### src/rtl/lpddr2_port_arbiter.sv
// Two-requester arbiter for one LPDDR2 Avalon-MM port: video (V, read-only) and capture (W, read/write).
// Define ARB_PERF_CNT_EN to add wait-cycle and peak-occupancy performance counters.
module lpddr2_port_arbiter #(
    parameter int unsigned ADDR_W          = 27,
    parameter int unsigned DATA_W          = 32,
    parameter int unsigned MAX_OUTSTANDING = 8,
    parameter int unsigned STARVE_LIMIT    = 16
) (
    input  logic              iCLK,
    input  logic              iRST_n,
    input  logic              local_init_done,
    input  logic              v_read,
    input  logic [ADDR_W-1:0] v_addr,
    output logic              v_ready,
    output logic              v_rdata_valid,
    output logic [DATA_W-1:0] v_rdata,
    input  logic              w_read,
    input  logic              w_write,
    input  logic [ADDR_W-1:0] w_addr,
    input  logic [DATA_W-1:0] w_wdata,
    output logic              w_ready,
    output logic              w_rdata_valid,
    output logic [DATA_W-1:0] w_rdata,
    input  logic              avl_ready,
    output logic              avl_read,
    output logic              avl_write,
    output logic              avl_burstbegin,
    output logic [ADDR_W-1:0] avl_addr,
    output logic [DATA_W-1:0] avl_wdata,
    output logic [2:0]        avl_size,
    input  logic              avl_rdata_valid,
    input  logic [DATA_W-1:0] avl_rdata,
`ifdef ARB_PERF_CNT_EN
    output logic [15:0]       v_wait_cnt,
    output logic [15:0]       w_wait_cnt,
    output logic [5:0]        max_outstanding,
`endif
    output logic              rsp_err
);

    localparam int unsigned PTR_W = $clog2(MAX_OUTSTANDING);
    localparam int unsigned CNT_W = PTR_W + 1;

    typedef enum logic [1:0] {IDLE, GNT_V, GNT_W} state_t;

    state_t                     state;
    state_t                     state_next;
    logic                       first_cycle;
    logic [7:0]                 starve_cnt;
    logic                       starve_hit;
    logic                       w_req;
    logic                       w_ok;
    logic                       accept;

    logic [MAX_OUTSTANDING-1:0] tag_mem;
    logic [PTR_W-1:0]           wr_ptr;
    logic [PTR_W-1:0]           rd_ptr;
    logic [CNT_W-1:0]           tag_cnt;
    logic [CNT_W-1:0]           tag_cnt_next;
    logic                       tag_full;
    logic                       tag_empty;
    logic                       tag_push;
    logic                       tag_pop;
    logic                       head_tag;

    assign w_req      = w_read | w_write;
    assign tag_full   = (tag_cnt == CNT_W'(MAX_OUTSTANDING));
    assign tag_empty  = (tag_cnt == '0);
    // W is only eligible when it could complete without overflowing the tag FIFO
    assign w_ok       = w_write | (w_read & ~tag_full);
    assign starve_hit = (starve_cnt == 8'(STARVE_LIMIT));
    assign accept     = (state != IDLE) & avl_ready;
    assign tag_pop    = avl_rdata_valid & ~tag_empty;
    assign tag_push   = accept & avl_read & (~tag_full | tag_pop);
    assign head_tag   = tag_mem[rd_ptr];

    always_ff @(posedge iCLK) begin
        if (!iRST_n) begin
            state       <= IDLE;
            first_cycle <= 1'b0;
        end else begin
            state       <= state_next;
            first_cycle <= (state == IDLE);
        end
    end

    always_comb begin
        state_next = state;
        case (state)
            IDLE: begin
                if (local_init_done) begin
                    if (starve_hit && w_ok)
                        state_next = GNT_W;
                    else if (v_read && !tag_full)
                        state_next = GNT_V;
                    else if (w_ok)
                        state_next = GNT_W;
                end
            end
            GNT_V, GNT_W: begin
                if (avl_ready)
                    state_next = IDLE;
            end
            default: state_next = IDLE;
        endcase
    end

    always_comb begin
        avl_read       = 1'b0;
        avl_write      = 1'b0;
        avl_burstbegin = 1'b0;
        avl_addr       = '0;
        avl_wdata      = '0;
        v_ready        = 1'b0;
        w_ready        = 1'b0;
        case (state)
            GNT_V: begin
                avl_read       = v_read;
                avl_addr       = v_addr;
                avl_burstbegin = first_cycle;
                v_ready        = avl_ready;
            end
            GNT_W: begin
                avl_read       = w_read;
                avl_write      = w_write;
                avl_addr       = w_addr;
                avl_wdata      = w_wdata;
                avl_burstbegin = first_cycle;
                w_ready        = avl_ready;
            end
            default: ;
        endcase
    end

    assign avl_size = 3'b001;

    always_ff @(posedge iCLK) begin
        if (!iRST_n)
            starve_cnt <= '0;
        else if (((state == GNT_W) && avl_ready) || !w_req)
            starve_cnt <= '0;
        else if ((state == GNT_V) && avl_ready && !starve_hit)
            starve_cnt <= starve_cnt + 8'd1;
    end

    always_comb begin
        tag_cnt_next = tag_cnt;
        case ({tag_push, tag_pop})
            2'b10:   tag_cnt_next = tag_cnt + CNT_W'(1);
            2'b01:   tag_cnt_next = tag_cnt - CNT_W'(1);
            default: tag_cnt_next = tag_cnt;
        endcase
    end

    always_ff @(posedge iCLK) begin
        if (!iRST_n) begin
            tag_mem <= '0;
            wr_ptr  <= '0;
            rd_ptr  <= '0;
            tag_cnt <= '0;
        end else begin
            if (tag_push) begin
                tag_mem[wr_ptr] <= (state == GNT_W);
                wr_ptr          <= wr_ptr + PTR_W'(1);
            end
            if (tag_pop)
                rd_ptr <= rd_ptr + PTR_W'(1);
            tag_cnt <= tag_cnt_next;
        end
    end

    always_ff @(posedge iCLK) begin
        if (!iRST_n)
            rsp_err <= 1'b0;
        else if (avl_rdata_valid && tag_empty)
            rsp_err <= 1'b1;
    end

    assign v_rdata       = avl_rdata;
    assign w_rdata       = avl_rdata;
    assign v_rdata_valid = tag_pop & ~head_tag;
    assign w_rdata_valid = tag_pop & head_tag;

`ifdef ARB_PERF_CNT_EN
    always_ff @(posedge iCLK) begin
        if (!iRST_n) begin
            v_wait_cnt      <= '0;
            w_wait_cnt      <= '0;
            max_outstanding <= '0;
        end else begin
            if (v_read && !v_ready && (v_wait_cnt != '1))
                v_wait_cnt <= v_wait_cnt + 16'd1;
            if (w_req && !w_ready && (w_wait_cnt != '1))
                w_wait_cnt <= w_wait_cnt + 16'd1;
            if (6'(tag_cnt_next) > max_outstanding)
                max_outstanding <= 6'(tag_cnt_next);
        end
    end
`endif

endmodule

### config.mk
export PLATFORM = sky130hd
export DESIGN_NAME = lpddr2_port_arbiter
export DESIGN_NICKNAME = d
export VERILOG_FILES = /design/src/rtl/lpddr2_port_arbiter.sv
export SDC_FILE = /design/constraint.sdc
export NUM_CORES = 1
export LEC_CHECK = 0
export CAP_MARGIN = 20
export CORE_AREA = 2 2 100 102
export CTS_CLUSTER_DIAMETER = 100
export CTS_CLUSTER_SIZE = 14
export DETAILED_ROUTE_END_ITERATION = 6
export DIE_AREA = 0 0 102 104
export GPL_TIMING_DRIVEN = 0
export PLACE_DENSITY = 0.78
export SLEW_MARGIN = 10
export SYNTH_ARGS = -nofsm -noshare
export SYNTH_HDL_FRONTEND = slang
export SYNTH_SLANG_ARGS = --single-unit
### constraint.sdc
create_clock -name iCLK -period 6.01 [get_ports iCLK]
set_input_delay 0.601 -clock iCLK [delete_from_list [all_inputs] [get_ports iCLK]]
set_output_delay 0.601 -clock iCLK [all_outputs]
set_load 0.01 [all_outputs]
# Yosys cells after proc, flatten, opt, wreduce, memory -nomap -nowiden
# Cells that the tools add are included.
dict set report totals {
  reg_bits 30
  out_inout_bits 134
}
dict set report op_classes {
  order_cmp 3
  n_bitwise 14
  add_sub_neg 5
  reduce_logical 18
  muxes 19
  n_eq_ne 9
}
# op count
set op_table {}
lappend op_table {{$pmux W27 S2} 1}
lappend op_table {{$mux W32} 1}
lappend op_table {{$mux W2} 5}
lappend op_table {{$add A8 B1 Y8 const B} 1}
lappend op_table {{$bwmux W8} 1}
lappend op_table {{$eq A8 B5 Y1 const B} 1}
lappend op_table {{$lt A3 B4 Y1 const B} 2}
lappend op_table {{$pmux W4 S2} 1}
lappend op_table {{$and A1 B1 Y1} 7}
lappend op_table {{$logic_and A1 B1 Y1} 7}
lappend op_table {{$add A3 B1 Y3 const B} 2}
lappend op_table {{$mux W1} 6}
lappend op_table {{$add A4 B1 Y4 const B} 1}
lappend op_table {{$eq A2 B1 Y1 const B} 2}
lappend op_table {{$eq A2 B2 Y1 const B} 2}
lappend op_table {{$eq A4 B4 Y1 const B} 1}
lappend op_table {{$logic_not A4 Y1} 1}
lappend op_table {{$ne A4 B2 Y1 const B} 1}
lappend op_table {{$not A1 Y1} 4}
lappend op_table {{$pmux W2 S2} 1}
lappend op_table {{$reduce_bool A2 Y1} 2}
lappend op_table {{$reduce_or A2 Y1} 2}
lappend op_table {{$sub A4 B1 Y4 const B} 1}
lappend op_table {{$bmux W1 S3} 1}
lappend op_table {{10 further kinds} 14}

# Logic depth before layout (Yosys ltp)
dict set report logic_depth {
  depth_word 9
  mapped_depth 13
  ltp_nobuf 12
}

# Worst setup path after synthesis
# Ideal clock, no wire load.
dict set report synth_timing {
  path_type {register to register}
  startpoint {register tag_cnt[1]}
  endpoint {register tag_cnt[2]}
  arrival_ns 2.433
  required_ns 5.934
  setup_slack_ns 3.502
  n_path_buf 1
  setup_time_ns 0.076
  synth_period_minus_slack_ns 2.508
  path_stages_with_launch 12
  path_cell_list {dfxtp_1 buf_6 or4b_4 o211a_4 clkinv_4 ha_1 xor2_1 ha_1 a21oi_1 xor2_1 or3_1 a21boi_0}
}
dict set report synth_between {
  elab_chain_len 7
  elab_cells_between_ends 13
}
# item line_no
set synth_lines {}
lappend synth_lines {{start: declaration} 58} ;# logic [CNT_W-1:0] tag_cnt;
lappend synth_lines {{start signal: assignment} 168} ;# tag_cnt <= tag_cnt_next;
lappend synth_lines {{$logic_not A4 Y1} 68} ;# assign tag_empty = (tag_cnt == '0);
lappend synth_lines {{$not A1 Y1} 73} ;# assign tag_pop = avl_rdata_valid & ~tag_empty;
lappend synth_lines {{$and A1 B1 Y1} 73}
lappend synth_lines {{$or A1 B1 Y1} 74} ;# assign tag_push = accept & avl_read & (~tag_full | tag_pop);
lappend synth_lines {{$and A1 B1 Y1} 74}
lappend synth_lines {{$eq A2 B1 Y1 or $eq A2 B2 Y1 (tied branches)} 148} ;# case ({tag_push, tag_pop})
lappend synth_lines {{$pmux W4 S2 or $reduce_bool A2 Y1 (tied branches)} -}
# Parallel ways exist; a longest one is shown, timed or not.
# A chain may end at the register's enable or synchronous reset.

# Worst setup path in the final report
dict set report layout_timing {
  startpoint {register state[1]}
  endpoint {output port avl_addr[10]}
}
dict set report layout_between {
  elab_chain_len 2
  elab_cells_between_ends 3
}
# item line_no
set layout_lines {}
lappend layout_lines {{start: declaration} 46} ;# state_t state;
lappend layout_lines {{start signal: assignment} 82} ;# state <= state_next;
lappend layout_lines {{$eq A2 B2 Y1 or $eq A2 B1 Y1 (tied branches)} 116} ;# case (state)
lappend layout_lines {{$pmux W27 S2 *} 116}
lappend layout_lines {{end: declaration} 28} ;# output logic [ADDR_W-1:0] avl_addr,
# Every way passes the cells marked *; elsewhere a longest branch is shown, timed or not.

==> flow_summary.json <==
{
  "status": "complete, no violations",
  "drtPass1Iterations": 4,
  "power.density_nw_per_um2": 126,
  "wirelength_um": 11700,
  "p_leak_nw": 2.02,
  "clk_pin_slew_ns": 0.06,
  "synth_edf_count": 0,
  "htreeDepth": 2,
  "syn_inst": 347,
  "fillers": 885,
  "cts_root_buf": "clkbuf_8",
  "postCtsResizedCells": 0,
  "slew_violations": 0,
  "relSlewSlack_pct": 64.5,
  "final_common_cell": "clkdlybuf4s50_1",
  "hold_viol_final": 0,
  "synthXorXnorAreaFrac_pct": 3.74,
  "die_x_um": 102,
  "synthAdderAreaFrac_pct": 4.45,
  "crit_fanout": 10,
  "cts_setup_buffers": 0,
  "clock_sinks": 30,
  "clkLatencyLatePin_ns": 0.28,
  "cts_tree": "yes",
  "grt_util_met3_pct": 10.5,
  "dp_cells": 704,
  "ios": 260,
  "cp-end-kind": "primary output",
  "fin_cells": 716,
  "synth_simple_gate_area_share_pct": 28.2,
  "skew_ns": 0.00321,
  "power_w": 0.000671,
  "grt_overflow": 0,
  "tightest_slew_ns": 0.532,
  "gp_routability_congestion": 0.823,
  "grt_max_degree": 12,
  "dr.first_iter.drc_count": 178,
  "grt-busiest-layer": "met2",
  "cts_hold_buffers": 0,
  "fin_crit_sh_pct": 54.5,
  "cp.arrival_ns": 2.67,
  "drive_gt1_share_pct": 14.9,
  "hpwl_um": 10100,
  "use_met1_pct": 24.1,
  "synth_top_family_by_area": "simple AND/OR/NAND/NOR gates",
  "path_class": "reg2out",
  "hold_path_class": "reg2reg",
  "setup_viol": 0,
  "synth_compound_area_share_pct": 14.0,
  "die_y_um": 104,
  "core-area_um2": 9550,
  "via_count": 3197,
  "gr-usage-all-layers_pct": 20.9,
  "synth_area_um2": 2810,
  "synth.distinct_cells": 46,
  "vdd_drop_max_v": 0.0000855,
  "async_flop_share_pct": 0,
  "fmax_mhz": 305,
  "io_buffers": 223,
  "worstSetupStartpointType": "flop",
  "wl_per_cell_um": 16.3,
  "post_dp_cell_area_um2": 5210,
  "tns_ns": 0,
  "postLayoutCoreUtil_pct": 55.6,
  "stdcell_area_um2": 5310,
  "antenna_found_initial": 9,
  "synthMuxAreaShare_pct": 5.52,
  "layout.nets": 714,
  "num_rows": 36,
  "initial_utilization_pct": 29.4,
  "synth_warnings": 0,
  "drv_cap": 0,
  "die_area_um2": 10600,
  "grt_pass1_vias": 3141,
  "ys_seq_elements": 30,
  "synth_seq_area_share_pct": 21.4,
  "grt_pass1_wl_um": 17200,
  "gr-usage-met2_pct": 34.3,
  "synth_ff_type": "dfxtp_1",
  "drc": 0,
  "numCtsBuffers": 5,
  "areaGrowthSynthToFinish_pct": 89.1,
  "worst_ep_required_time_ns": 5.41,
  "layout_common_cells": "clkdlybuf4s50_1, buf_4, and2_1",
  "finalCriticalPeriod_ns": 3.28,
  "ant_nets": 0,
  "avgSynthCellArea_um2": 8.09,
  "rsz0062_at_grt": "no",
  "clockBufferDepth": 2,
  "avgViaCountPerCell": 4.47
}
## flip-flops by register name (all words and copies together), names as in the netlist
signal	flops
rsp_err	1
starve_cnt	8
rd_ptr	3
state	2
wr_ptr	3
tag_mem	8
first_cycle	1
tag_cnt	4
## kinds of logic after synthesis
family | Yosys count
XOR/XNOR | 12
adder cells (fa/ha/maj) | 10
AO/OA/AOI/OAI | 52
other | 2
flip-flops | 30
multiplexers | 13
AND/OR/NAND/NOR | 133
buffers and inverters | 95
## through the flow
| step | hold slack [ns] | setup slack (ns) |
|---|---|---|
| detailed placement | 0.450 | 2.84 |
| floorplan | 0.432 | 3.50 |
| global placement | 0.442 | 2.94 |
| CTS | 0.466 | 2.70 |
| global route | 0.504 | 2.57 |
| finish | 0.465 | 2.73 |
## critical path: stages, from the launching register on
cell and delay, ns:
dfxtp_1 0.34, inv_1 0.09, ha_1 0.19, clkbuf_1 0.44, buf_1 0.39, a22oi_1 0.12, nor2b_1 0.23, clkdlybuf4s50_1 0.58
## power breakdown
group | leakage (nW) | switching (W) | internal, W | total [W]
logic | 1.73 | 0.000111 | 0.000187 | 0.000298
registers | 0.243 | 0.00000238 | 0.000202 | 0.000204
clock network | 0.0483 | 0.0000765 | 0.0000922 | 0.000169
total | 2.02 | 0.000190 | 0.000481 | 0.000671
## metal layers
layer  wire length (um)  vias up
li1                   -     1580
met1               4570     1443
met2               5420      145
met3               1410       21
met4                214        8
met5                 57        -
## final cells by class
type	count	area, um^2	share of cell area, %
Antenna cell	4	10.0	0.188
Buffer	89	604	11.4
Clock buffer	7	86.3	1.63
Clock inverter	1	5.00	0.0942
Inverter	6	27.5	0.518
Multi-Input combinational cell	223	1580	29.7
Sequential cell	30	601	11.3
Tap cell	133	166	3.13
Timing Repair Buffer	223	2230	42.0
## cells in the mapped netlist, drive strengths merged (3+ instances only)
cell type | instances | area share (%)
buf | 74 | 20
and2 | 43 | 9.6
dfxtp | 30 | 21
nor2b | 30 | 6.7
a22oi | 27 | 7.2
nand2 | 18 | 2.4
clkbuf | 15 | 2.0
mux2i | 11 | 3.9
ha | 10 | 4.5
nor2 | 10 | 1.3
nand4 | 6 | 1.3
xnor2 | 6 | 1.9
xor2 | 6 | 1.9
inv | 5 | 0.67
a21boi | 4 | 1.1
o21ai | 4 | 0.71
a21oi | 3 | 0.53
nand2b | 3 | 0.67
nand3 | 3 | 0.53
nor4b | 3 | 0.94
o211ai | 3 | 0.80
or3 | 3 | 0.67
## final timing paths
path,startpoint,end,slack (ns),cells past startpoint
min,tag_mem[4],tag_mem[4],0.47,2
max,state[1],avl_addr[10],2.73,7
min reg2reg,tag_mem[4],tag_mem[4],0.47,2
max reg2reg,state[0],tag_cnt[2],3.19,13
Power figures use the tool's default switching activity.
